--- src/rtl/mem_access_unit.sv ---
`default_nettype none
// ============================================================================
//  Module   : mem_access_unit
//  Purpose  : Memory stage behind the ALU. Issues byte/half/word loads and
//             stores over a req/ack data-memory handshake, stalls the core
//             until completion, formats load data, flags misalignment and
//             memory time-outs.
//  Revision : 1.0  initial release
// ============================================================================
module mem_access_unit #(
   parameter int TIMEOUT = 16
) (
   input  logic        clk,
   input  logic        rst_n,
   input  logic        mem_rd,
   input  logic        mem_wr,
   input  logic [31:0] addr,
   input  logic [31:0] wdata,
   input  logic [1:0]  size,
   input  logic        sign_ext,
   output logic [31:0] rdata,
   output logic        stall,
   output logic        addr_err,
   output logic        bus_err,
   output logic        m_req,
   output logic        m_we,
   output logic [29:0] m_addr,
   output logic [3:0]  m_be,
   output logic [31:0] m_wdata,
   input  logic        m_ack,
   input  logic [31:0] m_rdata
);

   // Last counter value before the access is abandoned.
   localparam logic [7:0] C_CNT_LAST = 8'(TIMEOUT - 1);

   typedef enum logic [1:0] {
      IDLE = 2'd0,
      BUSY = 2'd1,
      DONE = 2'd2
   } state_t;

   state_t      r_state;
   state_t      w_next;
   logic [7:0]  r_cnt;
   logic [1:0]  r_off;
   logic [1:0]  r_size;
   logic        r_sext;

   logic        w_access;
   logic        w_aligned;
   logic        w_start;
   logic        w_timeout;
   logic [3:0]  w_be;
   logic [31:0] w_wdata;
   logic [31:0] w_fmt;
   logic [7:0]  w_byte;
   logic [15:0] w_half;

   assign w_access  = mem_rd | mem_wr;
   assign w_start   = (r_state == IDLE) && w_access && w_aligned;
   // Ack in the last permitted cycle takes priority over the time-out.
   assign w_timeout = (r_state == BUSY) && !m_ack && (r_cnt == C_CNT_LAST);

   // Alignment check, byte enables and lane-replicated store data per size.
   always_comb begin
      w_aligned = 1'b1;
      w_be      = 4'b1111;
      w_wdata   = wdata;
      case (size)
         2'b00: begin
            w_aligned = 1'b1;
            w_be      = 4'b0001 << addr[1:0];
            w_wdata   = {4{wdata[7:0]}};
         end
         2'b01: begin
            w_aligned = ~addr[0];
            w_be      = addr[1] ? 4'b1100 : 4'b0011;
            w_wdata   = {2{wdata[15:0]}};
         end
         default: begin
            // Reserved size code behaves as a word access.
            w_aligned = (addr[1:0] == 2'b00);
            w_be      = 4'b1111;
            w_wdata   = wdata;
         end
      endcase
   end

   // Lane selection and extension of the returned read word.
   always_comb begin
      w_byte = m_rdata[7:0];
      case (r_off)
         2'b00:   w_byte = m_rdata[7:0];
         2'b01:   w_byte = m_rdata[15:8];
         2'b10:   w_byte = m_rdata[23:16];
         default: w_byte = m_rdata[31:24];
      endcase
      w_half = r_off[1] ? m_rdata[31:16] : m_rdata[15:0];
      case (r_size)
         2'b00:   w_fmt = {{24{r_sext & w_byte[7]}}, w_byte};
         2'b01:   w_fmt = {{16{r_sext & w_half[15]}}, w_half};
         default: w_fmt = m_rdata;
      endcase
   end

   // State register.
   always_ff @(posedge clk or negedge rst_n) begin
      if (!rst_n) r_state <= IDLE;
      else        r_state <= w_next;
   end

   // Next state, stall and misalignment pulse; all forced low while in reset.
   always_comb begin
      w_next   = r_state;
      stall    = 1'b0;
      addr_err = 1'b0;
      if (rst_n) begin
         case (r_state)
            IDLE: begin
               if (w_access) begin
                  if (w_aligned) begin
                     stall  = 1'b1;
                     w_next = BUSY;
                  end else begin
                     addr_err = 1'b1;
                  end
               end
            end
            BUSY: begin
               stall = 1'b1;
               if (m_ack || w_timeout) w_next = DONE;
            end
            DONE: begin
               // A request seen here belongs to the completing instruction.
               w_next = IDLE;
            end
            default: w_next = IDLE;
         endcase
      end
   end

   // Memory port registers, access context, time-out counter and load result.
   always_ff @(posedge clk or negedge rst_n) begin
      if (!rst_n) begin
         m_req   <= 1'b0;
         m_we    <= 1'b0;
         m_addr  <= '0;
         m_be    <= '0;
         m_wdata <= '0;
         rdata   <= '0;
         bus_err <= 1'b0;
         r_cnt   <= '0;
         r_off   <= '0;
         r_size  <= '0;
         r_sext  <= 1'b0;
      end else begin
         bus_err <= 1'b0;
         if (w_start) begin
            m_req   <= 1'b1;
            m_we    <= mem_wr;
            m_addr  <= addr[31:2];
            m_be    <= w_be;
            m_wdata <= w_wdata;
            r_cnt   <= '0;
            r_off   <= addr[1:0];
            r_size  <= size;
            r_sext  <= sign_ext;
         end else if (r_state == BUSY) begin
            if (m_ack) begin
               m_req <= 1'b0;
               m_we  <= 1'b0;
               if (!m_we) rdata <= w_fmt;
            end else if (w_timeout) begin
               m_req   <= 1'b0;
               m_we    <= 1'b0;
               bus_err <= 1'b1;
            end else begin
               r_cnt <= r_cnt + 8'd1;
            end
         end
      end
   end

endmodule
`default_nettype wire

--- config.mk ---
export PLATFORM = sky130hd
export DESIGN_NAME = mem_access_unit
export DESIGN_NICKNAME = d
export VERILOG_FILES = /design/src/rtl/mem_access_unit.sv
export SDC_FILE = /design/constraint.sdc
export NUM_CORES = 1
export LEC_CHECK = 0
export ABC_AREA = 1
export BUFFER_PORTS_ARGS = -buffer_cell sky130_fd_sc_hd__buf_2
export CAP_MARGIN = 0
export CORE_AREA = 4 4 125 127
export CTS_CLUSTER_DIAMETER = 50
export CTS_CLUSTER_SIZE = 12
export DETAILED_ROUTE_END_ITERATION = 12
export DIE_AREA = 0 0 129 131
export GPL_ROUTABILITY_DRIVEN = 0
export PLACE_DENSITY_LB_ADDON = 0.12
export SLEW_MARGIN = 0
export SYNTH_ARGS = -nofsm -noshare
export SYNTH_HDL_FRONTEND = slang
export SYNTH_SLANG_ARGS = --single-unit
--- constraint.sdc ---
create_clock -name clk -period 1.9 [get_ports clk]
set_clock_uncertainty 0.15 [all_clocks]
set_input_delay 0.095 -clock clk [delete_from_list [all_inputs] [get_ports clk]]
set_output_delay 0.095 -clock clk [all_outputs]
set_load 0.01 [all_outputs]
=== Yosys cells after proc, flatten, opt, wreduce, memory -nomap -nowiden ===
Cells that the tools add are included.

* Register bits: 116
* Latch bits: 0
* Memory bits (writable): 0
* ROM bits: 0
* Input port bits: 104
* Output and inout port bits: 103
* Word-level logic and storage cells: 80
* Memories kept: 0

* Add/sub/neg operators: 1
* Multipliers: 0
* Divide/modulo/power cells: 0
* $lt $le $gt $ge: 0
* Equality and inequality tests: 11
* Shift operators: 1
* Mux-type cells: 32
* Bitwise logic cells: 6
* Reduce and logical (&&, ||, !) cells: 17

{| class="wikitable"
|+ Operators by type and width
! kind !! number
|-
| case mux 32 bit (2 select lines) || 2
|-
| two-way mux 8 bit || 4
|-
| case mux 8 bit (3 select lines) || 1
|-
| two-way mux 1 bit || 16
|-
| two-way mux 16 bit || 1
|-
| logical NOT 2 bit || 5
|-
| adder 8 x 1 -> 8 bit, second input constant || 1
|-
| equality test 2 x 1 -> 1 bit, second input constant || 4
|-
| equality test 8 x 4 -> 1 bit, second input constant || 1
|-
| != test 2 bit, second input constant || 4
|-
| case mux 4 bit (2 select lines) || 1
|-
| AND reduction 4 bit || 2
|-
| two-way mux 2 bit || 3
|-
| logical AND 1 bit || 4
|-
| two-way mux 4 bit || 1
|-
| case mux 1 bit (2 select lines) || 2
|-
| case mux 2 bit (2 select lines) || 1
|-
| left shift 1 x 2 -> 4 bit, first input constant || 1
|-
| inverter 1 bit || 3
|-
| AND reduction 3 bit || 1
|-
| nonzero test 3 bit || 1
|-
| bitwise AND 1 bit || 2
|-
| equality test 2 bit, second input constant || 1
|-
| != test 2 x 1 -> 1 bit, second input constant || 1
|-
| 5 further kinds || 5
|}

=== Depth between registers and ports, before layout ===
Gate-level depths: netlist of the first run.

* Word-level depth: 7
* Depth in mapped cells: 9
* Mapped depth without buffers: 9

=== Worst setup path after synthesis of the first run ===
Ideal clock, no wire load.

* Path type: register to register
* Start point: register r_cnt[0]
* End point: register r_cnt[2]
* Library setup time: 66 ps
* Arrival: 1290 ps
* Required time: 1684 ps
* Path slack: 394 ps
* Stages on the path, launching flop included: 10
* Buffers on the path: 0
* Period minus slack after synthesis: 1506 ps
* Cell sequence: dfrtp_1 ha_1 nand2_1 nor2_2 inv_1 nor2_1 nor2_2 nor2_2 nand2_1 nand2_1

* Cells in the longest elaborated chain, start to end: 5
* Elaborated cells between the ends (all ways): 9
* Classes of those cells: 1 x add/sub; 2 x eq/ne; 4 x mux; 2 x reduce/logical

{| class="wikitable"
|+ Ends and longest elaborated chain
! what !! RTL line !! RTL
|-
| from (decl) || 45 || <nowiki>logic [7:0] r_cnt;</nowiki>
|-
| from (signal assigned) || 179 || <nowiki>r_cnt <= r_cnt + 8'd1;</nowiki>
|-
| adder 8 x 1 -> 8 bit || 179 ||
|-
| two-way mux 8 bit || 174 || <nowiki>end else if (w_timeout) begin</nowiki>
|-
| two-way mux 8 bit || 170 || <nowiki>if (m_ack) begin</nowiki>
|-
| two-way mux 8 bit || 169 || <nowiki>end else if (r_state == BUSY) begin</nowiki>
|-
| two-way mux 8 bit || 159 || <nowiki>if (w_start) begin</nowiki>
|}

Several ways; a longest one is shown, not always the timed one. The select of a mux whose other input is x is not followed.
A chain may end at the register's enable or synchronous reset.

=== Worst setup path in the final report of the first run ===
* Start point: register r_state[0]
* End point: output stall

* Cells in the longest elaborated chain, start to end: 3
* Elaborated cells between the ends (all ways): 4
* Classes of those cells: 1 x eq/ne; 2 x mux; 1 x reduce/logical

{| class="wikitable"
|+ Ends and longest elaborated chain
! what !! RTL line !! RTL
|-
| from (decl) || 43 || <nowiki>state_t r_state;</nowiki>
|-
| from (signal assigned) || 110 || <nowiki>else r_state <= w_next;</nowiki>
|-
| equality test 2 x 1 -> 1 bit / logical NOT 2 bit (equally long branches) || 119 || <nowiki>case (r_state)</nowiki>
|-
| case mux 1 bit (2 select lines) * || 119 ||
|-
| two-way mux 1 bit * || 118 || <nowiki>if (rst_n) begin</nowiki>
|-
| to (decl) || 22 || <nowiki>output logic stall,</nowiki>
|}

Every way passes the cells marked *; elsewhere a longest branch is shown, timed or not.

==> results.json, run 1 <==
{
  "status": "completed",
  "wl_per_cell_um": 14.8,
  "coreArea_mm2": 0.0144,
  "slowest_delay_ns": 0.41,
  "syn-cell-area_mm2": 0.00568,
  "cp.required_ns": 1.65,
  "finalCritPeriodShare_pct": 91.8,
  "antenna_found_initial": 0,
  "route.met3.wl_mm": 1.10,
  "rsz0062_at_grt": "false",
  "critPathKind": "flop to output pin",
  "clock_latency_ns": 0.40,
  "synth.yosys.seq_area_share_pct": 51.1,
  "crit_chain": "nor2_1, o21ai_2, inv_1, nand2_4, a21oi_2, buf_2",
  "drive_gt1_share_pct": 28.0,
  "hpwl_mm": 12.4,
  "synth_top_family_by_area": "simple AND/OR/NAND/NOR gates",
  "cp_max_fo": 4,
  "cts_buffer_depth": 2,
  "relSlewSlack_pct": 54.5,
  "first_pass_iters": 5,
  "cts-htree-levels": 4,
  "synthesis.nets": 836,
  "first_iter_violations": 368,
  "drt-met1-wl_mm": 7.86,
  "finalPower_uw": 10300,
  "grt_max_degree": 52,
  "cts_tree": "done",
  "synth_fa_ha_area_share_pct": 0.220,
  "synth_compound_area_share_pct": 11.4,
  "ir_drop_uv": 618,
  "p_leak_uw": 0.00459,
  "slowest_stage": "dfrtp_1",
  "wl_met2_mm": 8.85,
  "finalSetupTns_ns": 0,
  "area_growth_pct": 50.0,
  "floorplan.initialDensity_pct": 39.4,
  "fmax_mhz": 573,
  "p_per_area_mw_per_mm2": 1210,
  "gr-total-overflow": 0,
  "synthCells": 731,
  "top_layer_used": "met4",
  "antennaDiodeCount": 0,
  "die-height_um": 131,
  "grt_usage_pct": 21.8,
  "drcViolationCount": 0,
  "final_max_slew_viol_count": 0,
  "drt_wl_total_mm": 18.4,
  "tightestPinTransition_ns": 0.683,
  "ys_seq_elements": 116,
  "crit_path_start_kind": "flop",
  "cts.clk_slew.worst_paths_ns": 0.05,
  "port_buffers": 206,
  "num_vias": 5916,
  "setup_viol": 0,
  "cp.buffers_inverters": 2,
  "numCtsBuffers": 17,
  "hold_violations": 0,
  "end_kind": "output pin",
  "ys_warn_count": 0,
  "grt_pass1_vias": 5714,
  "grt_pass1_wl_mm": 29.0,
  "dieWidth_um": 129,
  "avgViaCountPerCell": 4.77,
  "fin_crit_ns": 1.74,
  "postSynthAreaPerCell_um2": 7.77,
  "hp-class": "input port to flop",
  "synth_simple_gate_area_share_pct": 29.8,
  "synth.distinct_cells": 32,
  "synthMuxAreaShare_pct": 0,
  "cts_root_buf": "clkbuf_16",
  "ios": 207,
  "die_area_mm2": 0.0169,
  "drv_cap": 0,
  "crit_arrival_ns": 1.50,
  "nets": 1152,
  "rows": 44,
  "synth_xor_xnor_area_share_pct": 0.154,
  "ant_nets": 0,
  "cpLargestDelayFamily": "flip-flops",
  "clock-sinks": 116
}
-- synth_stat cells --
cell / n / area, um2
xor2_1: 1 / 8.76
nor2_8: 1 / 20.0
dfrtp_1: 116 / 2900
a21boi_2: 1 / 11.3
nand3_1: 39 / 195
nand2_1: 276 / 1040
clkbuf_1: 7 / 26.3
o21bai_1: 2 / 15.0
inv_2: 2 / 7.51
o21ai_0: 43 / 215
o21ai_2: 2 / 17.5
o211ai_1: 6 / 45.0
nand3b_1: 1 / 7.51
clkbuf_2: 2 / 10.0
o22ai_1: 1 / 6.26
nand3_2: 1 / 10.0
nor3_1: 1 / 5.00
o21ai_1: 13 / 65.1
buf_4: 5 / 37.5
clkinv_1: 1 / 3.75
ha_1: 1 / 12.5
nand2_2: 1 / 6.26
buf_2: 18 / 90.1
inv_1: 49 / 184
nor2_4: 1 / 11.3
or2_2: 24 / 150
o21a_1: 2 / 15.0
nor2_1: 45 / 169
nor2_2: 4 / 25.0
nand4_1: 9 / 56.3
a21oi_1: 51 / 255
buf_6: 5 / 56.3
-- area by class of cell --
type                       instances  area [um2]
fill                            1333        5910
sequential                       116        2900
multi-input combinational        526        2380
timing repair buffer             334        2270
clock buffer                      20         457
tap                              184         230
inverter                          52         195
clock inverter                     7        85.1
-- cell usage in the layout (no fill, tap or decap), types with 2 or more instances in the layout --
| master | count |
|---|---|
| nand2_1 | 276 |
| buf_2 | 205 |
| dfrtp_1 | 116 |
| dlygate4sd3_1 | 104 |
| a21oi_1 | 50 |
| inv_1 | 49 |
| nor2_1 | 45 |
| o21ai_0 | 43 |
| nand3_1 | 39 |
| or2_2 | 24 |
| buf_4 | 24 |
| clkbuf_16 | 17 |
| o21ai_1 | 12 |
| nand4_1 | 9 |
| o211ai_1 | 6 |
| clkinv_2 | 5 |
| nor2_2 | 4 |
| o21ai_2 | 3 |
| inv_2 | 2 |
| o21a_1 | 2 |
| o21bai_1 | 2 |
| clkbuf_8 | 2 |
| bufinv_16 | 2 |
-- metrics by stage --
| stage | instances | hold WS [ns] | utilization (%) | worst slack, ns | instance area, um2 |
|---|---|---|---|---|---|
| after CTS | 1237 | 0.00751 | 58.9 | 0.0397 | 8490 |
| after global routing | 1239 | 0.0298 | 59.0 | 0.0473 | 8520 |
| after floorplan | 731 | -0.351 | - | 0.394 | 5680 |
| after global placement | 1106 | 0.00511 | 47.8 | 0.144 | 6900 |
| after detailed placement | 1106 | 0.00732 | 47.8 | 0.167 | 6900 |
| final | 1239 | 0.0243 | 59.0 | 0.156 | 8520 |
-- power by group --
| part | internal (uW) | switching [uW] |
|---|---|---|
| combinational | 1500 | 1950 |
| clock | 1950 | 1050 |
| sequential | 3330 | 498 |
-- logic make-up after synthesis --
logic type	count (synthesis)
AND/OR/NAND/NOR	403
buffers and inverters	89
AO/OA/AOI/OAI	121
flip-flops	116
adder cells (fa/ha/maj)	1
XOR/XNOR	1
-- final timing paths --
| path | startpoint | end | slack (ns) | depth (start not counted) |
|---|---|---|---|---|
| min in group asynchronous | rst_n | m_we$_DFFE_PN0P_ | 0.22 | 3 |
| setup reg to reg | r_cnt[1]$_DFFE_PN0P_ | r_cnt[6]$_DFFE_PN0P_ | 0.20 | 9 |
| setup / recovery | r_state[0]$_DFFE_PN0P_ | stall | 0.16 | 6 |
| max in group asynchronous | rst_n | rdata[9]$_DFFE_PN0P_ | 0.80 | 3 |
| hold reg to reg | m_addr[13]$_DFFE_PN0P_ | m_addr[13]$_DFFE_PN0P_ | 0.31 | 2 |
| hold / removal | size[0] | m_be[3]$_DFFE_PN0P_ | 0.02 | 3 |
-- worst min-delay path: stages --
cell	delay [ns]
buf_2	0.21
o21ai_0	0.19
nand2_1	0.05
-- flip-flops by register name (all words and copies together) (netlist names) --
name / cells
r_cnt: 8
m_we: 1
rdata: 32
bus_err: 1
r_off: 2
m_addr: 30
r_size: 2
m_wdata: 32
r_state: 2
m_be: 4
m_req: 1
r_sext: 1
-- layer usage --
metal	vias to the layer above	track usage [%]
met1	2712	28.3
li1	2950	-
met3	41	4.88
met2	213	35.5
met5	-	0
met4	0	8.71
-- what timing repair did --
item | in CTS | in global routing
setup endpoints to repair | 1 | 1
cloned | 0 | 0
endpoints found under the hold margin | 225 | 0
pin swaps | 0 | 1
buffers inserted | 0 | 2
hold buffers | 104 | 0
resized for setup | 2 | 2
Power figures use the tool's default switching activity.
==> run 2, diff against run 1 <==
ABC_AREA = not set   (was 1)
CORE_AREA = 4 4 121 123   (was 4 4 125 127)
CTS_CLUSTER_DIAMETER = 40   (was 50)
DIE_AREA = 0 0 125 127   (was 0 0 129 131)
==> run 2 against run 1 <==
- non-clock buffer count rose by 5
- core utilization grew 2.3 points
- sequential cell count is the same
- routed wire length is 10% lower
- fmax fell by 5.4%
- clock power increased by 3%
- final cell count down 19%
==> results.json, run 2 <==
{
  "cp.required_ns": 2.08,
  "clock-sinks": 116,
  "cts_buffer_depth": 2,
  "drive_gt1_share_pct": 39.2,
  "synth_compound_area_share_pct": 13.0,
  "slowest_delay_ns": 0.52,
  "postCtsSetupRepairBufs": 0,
  "setup_viol": 0,
  "synth-async-reset-ratio_pct": 100,
  "grt_pass1_wl_mm": 26.8,
  "cts-htree-levels": 4,
  "status": "completed",
  "slowest_stage": "dlygate4sd3_1",
  "port_buffers": 206,
  "cts_root_buf": "clkbuf_16",
  "ys_seq_elements": 116,
  "die_area_mm2": 0.0159,
  "critPathKind": "input port to flop",
  "seq_area_mm2": 0.00290,
  "hold_path_end": "r_size[0]$_DFFE_PN0P_",
  "cp.depth": 8,
  "num_vias": 4959,
  "synth_common_cells": "116 x dfrtp_1, 56 x nor2_1, 54 x mux2_2",
  "antenna_found_initial": 0,
  "hp-class": "input port to flop",
  "r2r-end": "m_wdata[13]$_DFFE_PN0P_",
  "drv_cap": 0,
  "reg2regPathDepth": 5,
  "syn-cell-area_mm2": 0.00538,
  "crit_path_start_kind": "input port",
  "final_core_util_pct": 61.4,
  "floorplan.initialDensity_pct": 39.4,
  "rows": 43,
  "hold_start": "size[0]",
  "fmax_mhz": 542,
  "cp_max_fo": 59,
  "post-place-ws_ns": -0.0506,
  "cp.buffers_inverters": 4,
  "drt_wl_total_mm": 16.5,
  "fin_crit_ns": 1.84,
  "ios": 207,
  "antennaDiodeCount": 0,
  "reg_top3": "m_wdata x32, rdata x32, m_addr x30",
  "holdPathStages": 3,
  "synth_most_common_cell": "dfrtp_1",
  "r2r_start": "r_state[0]$_DFFE_PN0P_",
  "relSlewSlack_pct": 44.1,
  "drcViolationCount": 0,
  "synth.yosys.seq_area_share_pct": 54.0,
  "synthTopCellsByArea": "dfrtp_1 54%, mux2_2 11%, mux2i_1 6.0%",
  "synth_fa_ha_area_share_pct": 0.233,
  "synthCells": 494,
  "end_kind": "flop",
  "synthesis.nets": 599,
  "synth_edf_count": 0,
  "cp_common_cell": "nor2_1",
  "area_growth_pct": 56.0,
  "ys.flop_type": "dfrtp_1",
  "cts.clk_slew.worst_paths_ns": 0.05,
  "avgViaCountPerCell": 4.91,
  "wl_per_cell_um": 16.3,
  "cpLargestDelayFamily": "buffers and inverters",
  "final_max_slew_viol_count": 0,
  "synth.distinct_cells": 42,
  "ys_warn_count": 0,
  "synth_top_family_by_area": "multiplexers",
  "layout_setup_ws_ns": 0.0566,
  "hpwl_mm": 11.1,
  "mostFrequentLayoutCells": "205 x buf_2, 115 x dfrtp_1, 103 x dlygate4sd3_1",
  "first_pass_iters": 4,
  "gr-total-overflow": 0,
  "crit_chain": "dlygate4sd3_1, buf_2, nor2_1, a2111oi_4, buf_12, buf_4, nor2_1, a21oi_1",
  "ir_drop_uv": 812,
  "ant_nets": 0,
  "crit_arrival_ns": 2.02,
  "grt_pass1_vias": 5274,
  "synth_top_cell_area_share_pct": 54.0,
  "synth_xor_xnor_area_share_pct": 0.814,
  "grt_max_degree": 65,
  "fillers": 1143,
  "final_common_cell": "buf_2",
  "hold_violations": 0,
  "synth_top_area_cell": "dfrtp_1",
  "coreArea_mm2": 0.0137,
  "fin_area_mm2": 0.00839,
  "dieWidth_um": 125,
  "p_per_area_mw_per_mm2": 1510,
  "clock_latency_ns": 0.41,
  "rsz0062_at_grt": "true",
  "synthMuxAreaShare_pct": 17.7,
  "p_leak_uw": 0.00393,
  "postSynthAreaPerCell_um2": 10.9,
  "grt_usage_pct": 21.1,
  "cts_tree": "done",
  "fin_hold_ws_ns": 0.0753,
  "numCtsBuffers": 17,
  "die-height_um": 127,
  "r2r_slack_ns": 0.06,
  "synth_simple_gate_area_share_pct": 11.2,
  "finalCritPeriodShare_pct": 97.0,
  "placed_area_mm2": 0.00677,
  "first_iter_violations": 269,
  "tightestPinTransition_ns": 0.839,
  "multi_input_area_mm2": 0.00233,
  "nets": 924
}
run 2: layout make-up:
cell class,instances,share of cell area [%]
clock buffer,24,5.86
sequential,116,34.6
inverter,5,0.224
tap,180,2.69
timing repair buffer,339,27.9
clock inverter,5,0.895
multi-input combinational,340,27.8
run 2: worst reg2reg max path, cell delays in order (launching register included):
cell and delay [ns]:
dfrtp_2 0.45, a2111oi_4 0.37, buf_12 0.32, buf_4 0.26
nor2_1 0.07, a21oi_1 0.14
run 2: logic make-up (layout without fill, tap and decap cells):
| logic type | after synthesis | count (layout) |
|---|---|---|
| compound gates | 111 | 111 |
| flops | 116 | 116 |
| fa+ha+maj | 1 | 1 |
| simple gates | 136 | 136 |
| mux | 87 | 87 |
| xor+xnor | 5 | 5 |
| buf+inv | 38 | 373 |
run 2: worst max path at each step:
| stage | endpoint | from | slack [ns] |
|---|---|---|---|
| floorplan | r_state[0]$_DFFE_PN0P_ | r_cnt[5]$_DFFE_PN0P_ | 0.01 |
| detailed placement | m_wdata[13]$_DFFE_PN0P_ | addr[1] | -0.05 |
| CTS | m_wdata[13]$_DFFE_PN0P_ | r_state[0]$_DFFE_PN0P_ | 0.03 |
| finish | m_wdata[13]$_DFFE_PN0P_ | mem_wr | 0.06 |
| global route | m_be[3]$_DFFE_PN0P_ | mem_wr | -0.04 |
| global placement | r_cnt[2]$_DFFE_PN0P_ | addr[1] | -0.02 |
run 2: timing repair:
item                                    4_1_cts  5_1_grt
hold buffers                                103        0
hold endpoints to repair                    221        0
endpoints found under the setup margin        1       42
pin swaps                                     0        1
gates resized for setup                       1        4
run 2: stage by stage:
step / std cells / total power (uW) / TNS [ns]
floorplan: 494 / 7240 / 0
global placement: 877 / 9320 / -0.0168
detailed placement: 877 / 9450 / -0.950
CTS: 1009 / 12800 / 0
global route: 1009 / 13500 / -0.169
finish: 1009 / 12700 / 0
run 2: power breakdown:
part | switching (uW) | leakage [uW] | internal, uW
clock | 1050 | 0.000282 | 2040
sequential | 691 | 0.00136 | 3650
combinational | 2710 | 0.00229 | 2530
total | 4450 | 0.00393 | 8210
run 2: layer usage:
metal  global-route usage [%]  wire (um)  vias up
met5                        0          0        -
li1                         -          -     2405
met1                     25.2       6780     2381
met3                     6.65        982       25
met4                     7.14        313        0
met2                     36.5       8420      148
